===== src/rtl/timer_arbiter_if.sv =====
// Bundle between requesters, the round-robin timer arbiter and one shared flex counter.
// The slave side is the arbiter; the master side is the requesters plus the counter.
interface timer_arbiter_if #(
    parameter int NUM_REQ  = 4,
    parameter int CNT_BITS = 16
);
    logic [NUM_REQ-1:0]          req;
    logic [NUM_REQ*CNT_BITS-1:0] dur;
    logic [NUM_REQ-1:0]          grant;
    logic [NUM_REQ-1:0]          done;
    logic                        busy;
    logic                        cnt_clear;
    logic                        cnt_enable;
    logic [CNT_BITS-1:0]         cnt_rollover_val;
    logic                        cnt_rollover_flag;

    modport slave (
        input  req, dur, cnt_rollover_flag,
        output grant, done, busy, cnt_clear, cnt_enable, cnt_rollover_val
    );

    modport master (
        output req, dur, cnt_rollover_flag,
        input  grant, done, busy, cnt_clear, cnt_enable, cnt_rollover_val
    );
endinterface


===== src/rtl/timer_arbiter.sv =====
// Round-robin arbiter that lends one shared flex counter to NUM_REQ requesters,
// timing each owner's interval and pulsing done when the counter reaches it.
module timer_arbiter #(
    parameter int NUM_REQ  = 4,
    parameter int CNT_BITS = 16
) (
    input  logic          clk,
    input  logic          rst,
    timer_arbiter_if.slave bus
);
    localparam int IDX_W = (NUM_REQ > 1) ? $clog2(NUM_REQ) : 1;

    typedef enum logic [1:0] {IDLE, LOAD, RUN, DONE} state_t;

    state_t              state_reg, state_next;
    logic [IDX_W-1:0]    idx_reg, idx_next;
    logic [IDX_W-1:0]    ptr_reg, ptr_next;
    logic [CNT_BITS-1:0] dur_reg, dur_next;

    logic [CNT_BITS-1:0] dur_arr [NUM_REQ];
    logic [IDX_W-1:0]    sel_idx;
    logic [IDX_W-1:0]    cand_idx;
    logic [IDX_W-1:0]    idx_inc;
    logic                sel_found;
    logic                owner_req;
    logic                owned;
    int                  cand;

    genvar gi;
    generate
        for (gi = 0; gi < NUM_REQ; gi++) begin : g_req
            assign dur_arr[gi]   = bus.dur[gi*CNT_BITS +: CNT_BITS];
            assign bus.grant[gi] = owned && (idx_reg == IDX_W'(gi));
            assign bus.done[gi]  = (state_reg == DONE) && (idx_reg == IDX_W'(gi));
        end
    endgenerate

    // First pending requester at or after ptr, wrapping modulo NUM_REQ.
    always_comb begin
        sel_found = 1'b0;
        sel_idx   = '0;
        cand      = 0;
        cand_idx  = '0;
        for (int k = 0; k < NUM_REQ; k++) begin
            cand = int'(ptr_reg) + k;
            if (cand >= NUM_REQ) cand = cand - NUM_REQ;
            cand_idx = IDX_W'(cand);
            if (!sel_found && bus.req[cand_idx]) begin
                sel_found = 1'b1;
                sel_idx   = cand_idx;
            end
        end
    end

    assign idx_inc   = (idx_reg == IDX_W'(NUM_REQ - 1)) ? '0 : idx_reg + 1'b1;
    assign owner_req = bus.req[idx_reg];
    assign owned     = (state_reg != IDLE);

    always_comb begin
        state_next = state_reg;
        idx_next   = idx_reg;
        ptr_next   = ptr_reg;
        dur_next   = dur_reg;
        case (state_reg)
            IDLE: begin
                if (sel_found) begin
                    idx_next   = sel_idx;
                    dur_next   = dur_arr[sel_idx];
                    state_next = LOAD;
                end
            end
            LOAD: begin
                if (!owner_req) begin
                    ptr_next   = idx_inc;
                    state_next = IDLE;
                end else if (dur_reg == '0) begin
                    state_next = DONE;
                end else begin
                    state_next = RUN;
                end
            end
            RUN: begin
                if (!owner_req) begin
                    ptr_next   = idx_inc;
                    state_next = IDLE;
                end else if (bus.cnt_rollover_flag) begin
                    state_next = DONE;
                end
            end
            DONE: begin
                ptr_next   = idx_inc;
                state_next = IDLE;
            end
            default: state_next = IDLE;
        endcase
    end

    // An abandoning owner also clears the counter so the next owner starts clean.
    assign bus.busy             = owned;
    assign bus.cnt_clear        = (state_reg == LOAD) || ((state_reg == RUN) && !owner_req);
    assign bus.cnt_enable       = (state_reg == RUN) && owner_req && !bus.cnt_rollover_flag;
    assign bus.cnt_rollover_val = dur_reg;

    always_ff @(posedge clk or posedge rst) begin
        if (rst) begin
            state_reg <= IDLE;
            idx_reg   <= '0;
            ptr_reg   <= '0;
            dur_reg   <= '0;
        end else begin
            state_reg <= state_next;
            idx_reg   <= idx_next;
            ptr_reg   <= ptr_next;
            dur_reg   <= dur_next;
        end
    end
endmodule


===== src/flat_wrapper.sv =====
// flat-port wrapper written by rule: the top's interface ports become plain ports
module timer_arbiter_flat 
#(
    parameter int NUM_REQ  = 4,
    parameter int CNT_BITS = 16
)
  (clk, rst, bus_req, bus_dur, bus_cnt_rollover_flag, bus_grant, bus_done, bus_busy, bus_cnt_clear, bus_cnt_enable, bus_cnt_rollover_val);
  timer_arbiter_if #(.NUM_REQ(NUM_REQ), .CNT_BITS(CNT_BITS)) bus_i ();
  input  logic clk;
  input  logic rst;
  input wire logic [$bits(bus_i.req)-1:0] bus_req;
  input wire logic [$bits(bus_i.dur)-1:0] bus_dur;
  input wire logic [$bits(bus_i.cnt_rollover_flag)-1:0] bus_cnt_rollover_flag;
  output wire logic [$bits(bus_i.grant)-1:0] bus_grant;
  output wire logic [$bits(bus_i.done)-1:0] bus_done;
  output wire logic [$bits(bus_i.busy)-1:0] bus_busy;
  output wire logic [$bits(bus_i.cnt_clear)-1:0] bus_cnt_clear;
  output wire logic [$bits(bus_i.cnt_enable)-1:0] bus_cnt_enable;
  output wire logic [$bits(bus_i.cnt_rollover_val)-1:0] bus_cnt_rollover_val;
  assign bus_i.req = bus_req;
  assign bus_i.dur = bus_dur;
  assign bus_i.cnt_rollover_flag = bus_cnt_rollover_flag;
  assign bus_grant = bus_i.grant;
  assign bus_done = bus_i.done;
  assign bus_busy = bus_i.busy;
  assign bus_cnt_clear = bus_i.cnt_clear;
  assign bus_cnt_enable = bus_i.cnt_enable;
  assign bus_cnt_rollover_val = bus_i.cnt_rollover_val;
  timer_arbiter #(.NUM_REQ(NUM_REQ), .CNT_BITS(CNT_BITS)) u_core (.clk(clk), .rst(rst), .bus(bus_i));
endmodule

===== config.mk =====
export PLATFORM = sky130hd
export DESIGN_NAME = timer_arbiter_flat
export DESIGN_NICKNAME = d
export VERILOG_FILES = /design/src/rtl/timer_arbiter_if.sv /design/src/rtl/timer_arbiter.sv /design/src/flat_wrapper.sv
export SDC_FILE = /design/constraint.sdc
export NUM_CORES = 1
export LEC_CHECK = 0
export BUFFER_PORTS_ARGS = -buffer_cell sky130_fd_sc_hd__buf_2
export CORE_ASPECT_RATIO = 0.8
export CORE_MARGIN = 2
export CORE_UTILIZATION = 47
export CTS_CLUSTER_SIZE = 8
export DETAILED_ROUTE_END_ITERATION = 10
export PLACE_DENSITY = 0.86
export SLEW_MARGIN = 10
export SYNTH_ARGS = -nofsm -noshare
export SYNTH_HDL_FRONTEND = slang
export SYNTH_SLANG_ARGS = --single-unit
export TNS_END_PERCENT = 100

===== constraint.sdc =====
create_clock -name clk -period 5.5 [get_ports clk]
set_clock_uncertainty 0.1 [all_clocks]
set_input_delay 1.1 -clock clk [delete_from_list [all_inputs] [get_ports clk]]
set_output_delay 1.1 -clock clk [all_outputs]
set_load 0.01 [all_outputs]

## Word level (Yosys, flattened, before mapping)

Cells that the tools add are included.
Widths: inputs -> output; s select.

| word-level totals | value |
|---|---|
| bits in writable memories | 0 |
| word-level logic and storage cells | 95 |
| memory bits (read-only) | 0 |
| bits of input ports | 71 |
| output and inout bits | 27 |
| memories kept | 0 |
| latch bits | 0 |
| register bits after elaboration | 22 |

| cells by class | value |
|---|---|
| divide/modulo/power cells | 0 |
| bitwise gates (word level) | 1 |
| shifts and indexed selects | 0 |
| $mul | 0 |
| $lt $le $gt $ge | 10 |
| muxes and demuxes | 34 |
| equality and inequality tests | 9 |
| reductions and logical operators | 29 |
| add/subtract/negate cells | 8 |

Operators with widths:

| operator | number |
|---|---|
| $bmux 16 s2 | 1 |
| $mux 16 | 2 |
| $mux 2 | 14 |
| $logic_not 16->1 | 1 |
| $lt 2x3->1 const B | 5 |
| $logic_and 1x1->1 | 14 |
| $ge 3x3->1 const B | 4 |
| $bmux 1 s2 | 5 |
| $mux 1 | 10 |
| $eq 2x2->1 const B | 4 |
| $pmux 2 s4 | 1 |
| $sub 2x1->2 const B | 4 |
| $add 2x2->3 const B | 2 |
| $reduce_and 2->1 | 3 |
| $logic_not 1->1 | 5 |
| $eq 2x1->1 const B | 2 |
| $logic_not 2->1 | 2 |
| $pmux 2 s2 | 1 |
| $reduce_bool 2->1 | 2 |
| $add 2x1->3 const B | 1 |
| $ge 2x3->1 const B | 1 |
| $ne 3x3->1 const B | 1 |
| $not 2->3 | 1 |
| $add 2x1->2 const B | 1 |
| 4 further kinds | 4 |

## Longest topological paths before layout

Gate-level depths: netlist of the first run.

| logic depth | value |
|---|---|
| word-level depth | 18 |
| mapped depth | 8 |
| mapped depth without buffers | 7 |

## Least setup slack after synthesis of the first run

No wires, ideal clock.

| timing | value |
|---|---|
| kind | input-to-output |
| from | in bus_req[3] |
| to | out bus_cnt_clear |
| path buffers | 0 |
| required time | 4.300 ns |
| cell stages on the path | 2 |
| path slack | 2.470 ns |
| arrival | 1.830 ns |
| cells stage by stage | mux4_2 > o21bai_1 |

| between the ends | value |
|---|---|
| cells in the longest elaborated chain, start to end | 5 |

Ends and longest elaborated chain:

| element | line | source |
|---|---|---|
| start: declaration | flat_wrapper.sv:11 | `input wire logic [$bits(bus_i.req)-1:0] bus_req;` |
| $bmux 1 s2 | timer_arbiter.sv:56 | `assign owner_req = bus.req[idx_reg];` |
| $mux 1 (implied by the code) | timer_arbiter.sv:56 |  |
| $logic_not 1->1 | -- |  |
| $logic_and 1x1->1 | timer_arbiter.sv:100 | `assign bus.cnt_clear = (state_reg == LOAD) \|\| ((state_reg == RUN) && !owner_req);` |
| $logic_or 1x1->1 | timer_arbiter.sv:100 |  |
| end: declaration | flat_wrapper.sv:17 | `output wire logic [$bits(bus_i.cnt_clear)-1:0] bus_cnt_clear;` |

No other way between the ends. The select of a mux whose other input is x is not followed.

## Worst setup path after layout of the first run

| timing | value |
|---|---|
| from | in bus_req[1] |
| to | out bus_cnt_enable |

| between the ends | value |
|---|---|
| cells in the longest elaborated chain, start to end | 4 |

Ends and longest elaborated chain:

| element | line | source |
|---|---|---|
| $bmux 1 s2 | timer_arbiter.sv:56 |  |
| $mux 1 (implied by the code) | timer_arbiter.sv:56 |  |
| $logic_and 1x1->1 (2 in a row) | timer_arbiter.sv:101 | `assign bus.cnt_enable = (state_reg == RUN) && owner_req && !bus.cnt_rollover_flag;` |
| end: declaration | flat_wrapper.sv:18 | `output wire logic [$bits(bus_i.cnt_enable)-1:0] bus_cnt_enable;` |

No other way between the ends. The select of a mux whose other input is x is not followed.

==> results of run 1 <==
-- worst max-delay path, cell delays in order --
cell	delay, ps
buf_2	140
mux4_2	530
nor3b_4	180
buf_2	140
-- placed cells by master, fill, tap and decap left out, drive strengths merged, types with 2 or more instances in the layout --
| cell | count |
|---|---|
| o21ai | 3 |
| a21oi | 3 |
| clkbuf | 4 |
| nand2 | 22 |
| inv | 8 |
| a21o | 2 |
| dfrtp | 22 |
| o221ai | 17 |
| buf | 98 |
| mux2 | 2 |
| ha | 9 |
| nor2b | 7 |
| nor2 | 8 |
| nor4 | 2 |
| mux2i | 32 |
| and2 | 4 |
-- logic make-up after synthesis --
logic type               Yosys count  synth area share
buffers and inverters             17            0.0599
flip-flops                        22             0.338
multiplexers                      35             0.224
AND/OR/NAND/NOR                   48             0.147
adder cells (fa/ha/maj)            9            0.0691
AO/OA/AOI/OAI                     32             0.162
-- report_power, final --
group	internal [mW]	switching [mW]	leakage, nW
combinational	0.298	0.356	0.894
clock	0.0638	0.0504	0.0288
sequential	0.247	0.0794	0.270
-- per-stage QoR --
step                      total power [mW]  instances  setup WS [ps]  hold WS [ps]  utilization
final                                 1.09        298           2210           420        0.644
after global routing                  1.18        298           2180           445        0.644
after CTS                             1.10        298           2210           420        0.644
after detailed placement             0.989        294           2210           400        0.628
after global placement               0.964        294           2210           393        0.628
after floorplan                      0.802        163           2470           395            -
-- worst min path at each step --
stage / start / slack [ps] / cells after the start / end
after detailed placement: u_core.bus.cnt_rollover_val[10]$_DFFE_PP0P_ / 400 / 2 / u_core.bus.cnt_rollover_val[10]$_DFFE_PP0P_
after CTS: u_core.bus.cnt_rollover_val[0]$_DFFE_PP0P_ / 420 / 2 / u_core.bus.cnt_rollover_val[0]$_DFFE_PP0P_
after global placement: u_core.bus.cnt_rollover_val[12]$_DFFE_PP0P_ / 390 / 2 / u_core.bus.cnt_rollover_val[12]$_DFFE_PP0P_
final: u_core.bus.cnt_rollover_val[0]$_DFFE_PP0P_ / 420 / 2 / u_core.bus.cnt_rollover_val[0]$_DFFE_PP0P_
after floorplan: u_core.state_reg[1]$_DFFE_PP0P_ / 390 / 2 / u_core.state_reg[1]$_DFFE_PP0P_
after global routing: u_core.bus.cnt_rollover_val[0]$_DFFE_PP0P_ / 450 / 2 / u_core.bus.cnt_rollover_val[0]$_DFFE_PP0P_
-- per-layer routing --
| metal | GRT usage | vias up |
|---|---|---|
| met1 | 0.265 | 748 |
| met2 | 0.366 | 51 |
| met3 | 0.0557 | 4 |
| li1 | - | 783 |
| met4 | 0.0220 | 0 |
| met5 | 0 | - |
-- layout make-up --
class,instances,share of cell area
flip-flops and latches,22,0.253
inverters,8,0.0138
multi-input cells,124,0.457
repair buffers,98,0.227
clock buffers,4,0.0253
well taps,42,0.0242
-- synth_stat cells, types with 2 or more instances --
cell type	number	share of area
nor2_1	8	0.018
ha_1	9	0.069
buf_6	4	0.028
mux2_2	2	0.014
inv_1	8	0.018
o21ai_0	2	0.0061
nor4_1	2	0.0077
and2_1	4	0.015
o221ai_1	16	0.086
mux2i_1	32	0.20
nand2_1	22	0.051
buf_2	3	0.0092
a21oi_1	3	0.0092
nor2b_1	7	0.027
dfrtp_1	22	0.34
==> impl_metrics.tcl, run 1 <==
set metrics [dict create \
    outcome "complete, no violations" \
    initial_core_util 0.483 \
    met1Wirelength_mm 1.87 \
    max_slew_margin 0.441 \
    dr.max_layer_used "met4" \
    final_max_slew_viol_count 0 \
    setup_tns_ps 0 \
    hold_viol 0 \
    cts_setup_buffers 0 \
    ys_ff_latch 22 \
    grt_pass1_wl_mm 6.68 \
    fillCellCount 302 \
    dr.pass1.iters 4 \
    register_area_sq_um 551 \
    multiInputGateArea_sq_um 993 \
    die_w_um 69.8 \
    syn_inst 163 \
    post_cts_resized 0 \
    wl_mm 4.18 \
    grt_max_degree 23 \
    worst_pin_slew_ps 837 \
    finalSetupViolCount 0 \
    grt_overflow 0 \
    htreeDepth 1 \
    cts.sinks 22 \
    path_max_fanout 6 \
    holdBufCountCts 0 \
    num_io_pins 98 \
    synth_ff_type "dfrtp_1" \
    p_leak_nw 1.19 \
    rsz0062_at_grt "false" \
    synth_fp_nets 243 \
    grt_pass1_vias 1481 \
    cp-startpoint "bus_req[1]" \
    period_share 0.599 \
    via_per_inst 5.32 \
    yosys.cell_types.count 34 \
    critPathCaptureType "primary output" \
    cts.path.max_buffers 2 \
    arrival_ps 2090 \
    powerDensity_nw_per_um2 503 \
    final_net_count 337 \
    drt_first_iter_violations 75 \
    drive_above_1_share 0.426 \
    placed_area_sq_um 2120 \
    timing.rr.start "u_core.state_reg[0]$_DFFE_PP0P_" \
    wl_met2_mm 2.05 \
    cp_data_required_time_ps 4300 \
    crit_end "bus_cnt_enable" \
    yosysSeqAreaShare 0.338 \
    vias 1586 \
    cp-start-kind "input pin" \
    avgSynthCellArea_sq_um 10.0 \
    synthesis.area_sq_um 1630 \
    r2r_end "u_core.bus.cnt_rollover_val[7]$_DFFE_PP0P_" \
    drt-wirelength-per-cell_um 14.0 \
    wl_met3_um 242 \
    core_sq_um 3380 \
    min_period_ps 3290 \
    drtAntennaViolNets 0 \
    cts_buffers 3 \
    crit_type "input pin to primary output" \
    drc 0 \
    hold_path_class "register to register" \
    clock_latency_ps 260 \
    rows 19 \
    yosys_warnings 0 \
    antenna_cells 0 \
    ff2ff_setup_slack_ps 3030 \
    worst_r2r_path_depth 6 \
    antenna_found_initial 0 \
    maxCapViolCount 0 \
    irDropWorstVdd_mv 0.272 \
    tritoncts "done" \
    gp_congestion 0.810 \
    syn2layout_area_growth_pct 33.4 \
    place_hpwl_mm 3.37 \
    place.port_buffers 97 \
    fmax_mhz 304 \
    postLayoutCellArea_sq_um 2170 \
    die_h_um 56.7 \
    root_buffer "clkbuf_8" \
    async_flop_share 1.00 \
    clk_pin_slew_ps 80 \
    largest_reg_flops 16 \
    fp.dieArea_sq_um 3960 \
    track_usage 0.208 \
    synth_edf_count 0 \
]
No activity file was read; power rests on OpenSTA's default activity.
==> run 2: changes to the inputs <==
ABC_AREA = 1   (was unset)
PLACE_DENSITY = 0.81   (was 0.86)
clock period = 3.4 ns   (was 5.5 ns; I/O delays follow)
==> run 2 against run 1 <==
Register-to-register slack got worse by 2200 ps. Via count grew 47%. Clock power increased by 39%. Critical path depth is 6 higher. Sequential cell count did not move. Sequential power grew 64%. Critical path type is now register to register. Largest power group unchanged.
==> impl_metrics.tcl, run 2 <==
set metrics [dict create \
    outcome "complete, no violations" \
    rsz0062_at_grt "false" \
    path_max_fanout 21 \
    drt_first_iter_violations 124 \
    synth_ff_type "dfrtp_1" \
    dp.cells 491 \
    holdWs_ps 422 \
    hold_path_class "register to register" \
    placed_area_sq_um 2550 \
    tritoncts "done" \
    cts_setup_buffers 0 \
    grt_pass1_vias 2077 \
    grt_pass1_wl_mm 8.96 \
    critPathCaptureType "register" \
    synth_top_area_frac 0.326 \
    layout_common_cells "nand2_1, buf_2, inv_1, nand3_1, dfrtp_1" \
    antenna_found_initial 0 \
    fp.dieArea_sq_um 4940 \
    die_w_um 78.1 \
    irDropWorstVdd_mv 0.519 \
    gp_congestion 0.861 \
    crit_type "register to register" \
    root_buffer "clkbuf_8" \
    yosys_warnings 0 \
    die_h_um 63.2 \
    cts.path.max_buffers 2 \
    htreeDepth 1 \
    worst_pin_slew_ps 837 \
    drt-wirelength-per-cell_um 10.9 \
    finalSetupViolCount 0 \
    postLayoutCellArea_sq_um 2590 \
    core_sq_um 4200 \
    final_cells 494 \
    min-delay-start "u_core.bus.cnt_rollover_val[0]$_DFFE_PP0P_" \
    period_share 0.752 \
    initial_core_util 0.490 \
    cts_buffers 3 \
    yosysMostFrequentCell "nand2_1" \
    num_io_pins 98 \
    timing.rr.start "u_core.ptr_reg[0]$_DFFE_PP0P_" \
    maxCapViolCount 0 \
    clk_pin_slew_ps 80 \
    drtAntennaViolNets 0 \
    setup_tns_ps 0 \
    yosysSeqAreaShare 0.267 \
    track_usage 0.218 \
    final_max_slew_viol_count 0 \
    powerDensity_nw_per_um2 1090 \
    post_cts_resized 0 \
    yosys.cell_types.count 23 \
    drc 0 \
    p_leak_nw 1.65 \
    place.port_buffers 97 \
    antenna_cells 0 \
    drive_above_1_share 0.284 \
    hold_viol 0 \
    vias 2337 \
    via_per_inst 4.73 \
    grt_overflow 0 \
    avgSynthCellArea_sq_um 5.94 \
    async_flop_share 1.00 \
    max_slew_margin 0.442 \
    final_net_count 519 \
    holdBufCountCts 0 \
    r2r_end "u_core.bus.cnt_rollover_val[3]$_DFFE_PP0P_" \
    synth_edf_count 0 \
    ys_top_cells_by_area "nand2_1, dfrtp_1, nand3_1" \
    wl_mm 5.36 \
    cp-start-kind "register" \
    cp_data_required_time_ps 3500 \
    fmax_mhz 391 \
    dr.pass1.iters 4 \
    arrival_ps 2650 \
    grt_max_degree 23 \
    cts.sinks 22 \
    hold_end "u_core.bus.cnt_rollover_val[0]$_DFFE_PP0P_" \
    hold_depth 2 \
    clock_latency_ps 260 \
    yosysTopAreaCell "nand2_1" \
    place_hpwl_mm 4.32 \
    worst_r2r_path_depth 10 \
    syn2layout_area_growth_pct 25.6 \
    synth_fp_nets 427 \
    ff2ff_setup_slack_ps 840 \
    rows 21 \
    largest_reg_flops 16 \
    cp-startpoint "u_core.ptr_reg[0]$_DFFE_PP0P_" \
    final_common_cell "nand2_1" \
    synthesis.area_sq_um 2060 \
    min_period_ps 2560 \
    syn_inst 347 \
    ys_ff_latch 22 \
    synth_commonest_cells "nand2_1, inv_1, nand3_1" \
]
==> run 2: changes by cell type in the layout (fill, tap and decap cells not counted), moves of 4 or more <==
| cell | delta |
|---|---|
| nand3_1 | +35 |
| o221ai_1 | -16 |
| o21ai_0 | +5 |
| nand2_1 | +157 |
| nand2_2 | +7 |
| inv_1 | +27 |
| inv_2 | +6 |
| and2_1 | -4 |
| mux2i_1 | -32 |
| nor2b_1 | -7 |
==> run 2: worst max-delay path, cell delays in order (launching register included) <==
cell and delay (ps):
dfrtp_1 550, inv_1 250, nand2_1 140, nand3_1 100
nand2_1 90, inv_1 90, nand3_4 190, nand2_2 290
nor2_2 500, nand2_1 110, nand3_1 90
==> run 2: cells by family after synthesis <==
logic type / count (synthesis) / synth area share
adders and majority gates: 9 / 0.0546
and+or+nand+nor: 245 / 0.520
DFF: 22 / 0.267
AOI/OAI and AO/OA: 18 / 0.0443
buffers and inverters: 53 / 0.114
==> run 2: where the power goes <==
| group | internal, mW | leakage [nW] | total, mW | switching (mW) |
|---|---|---|---|---|
| Clock | 0.0790 | 0.0216 | 0.158 | 0.0793 |
| Sequential | 0.405 | 0.272 | 0.537 | 0.133 |
| Combinational | 0.715 | 1.36 | 2.13 | 1.41 |
| Total | 1.20 | 1.65 | 2.82 | 1.62 |
==> run 2: worst max-delay path by stage <==
stage,endpoint,depth (start not counted)
floorplan,bus_cnt_enable,6
global placement,u_core.bus.cnt_rollover_val[3]$_DFFE_PP0P_,11
detailed placement,u_core.bus.cnt_rollover_val[3]$_DFFE_PP0P_,11
CTS,u_core.bus.cnt_rollover_val[3]$_DFFE_PP0P_,10
global route,u_core.bus.cnt_rollover_val[5]$_DFFE_PP0P_,12
finish,u_core.bus.cnt_rollover_val[3]$_DFFE_PP0P_,10
==> run 2: final cells by class <==
cell class,instances,area (sq um)
clock buffer,3,41.3
fill,422,1610
inverter,42,158
multi-input combinational,272,1280
sequential,22,551
tap,57,71.3
timing repair buffer,98,493
==> run 2: per-stage QoR <==
step           total power, mW   util  setup WS, ps
6_report                  2.82  0.616           843
5_1_grt                   3.17  0.616           526
4_1_cts                   2.83  0.616           857
3_5_place_dp              2.66  0.606           817
3_3_place_gp              2.62  0.606           882
2_1_floorplan             2.25      -          1370
==> run 2: routing by layer <==
metal / vias up / wire length [um] / global-route usage / part of all wire
met3: 6 / 418 / 0.0430 / 0.078
met5: - / 0 / 0 / 0
met4: 0 / 39 / 0.0285 / 0.0073
li1: 1250 / - / - / -
met2: 87 / 2220 / 0.328 / 0.41
met1: 994 / 2690 / 0.331 / 0.50
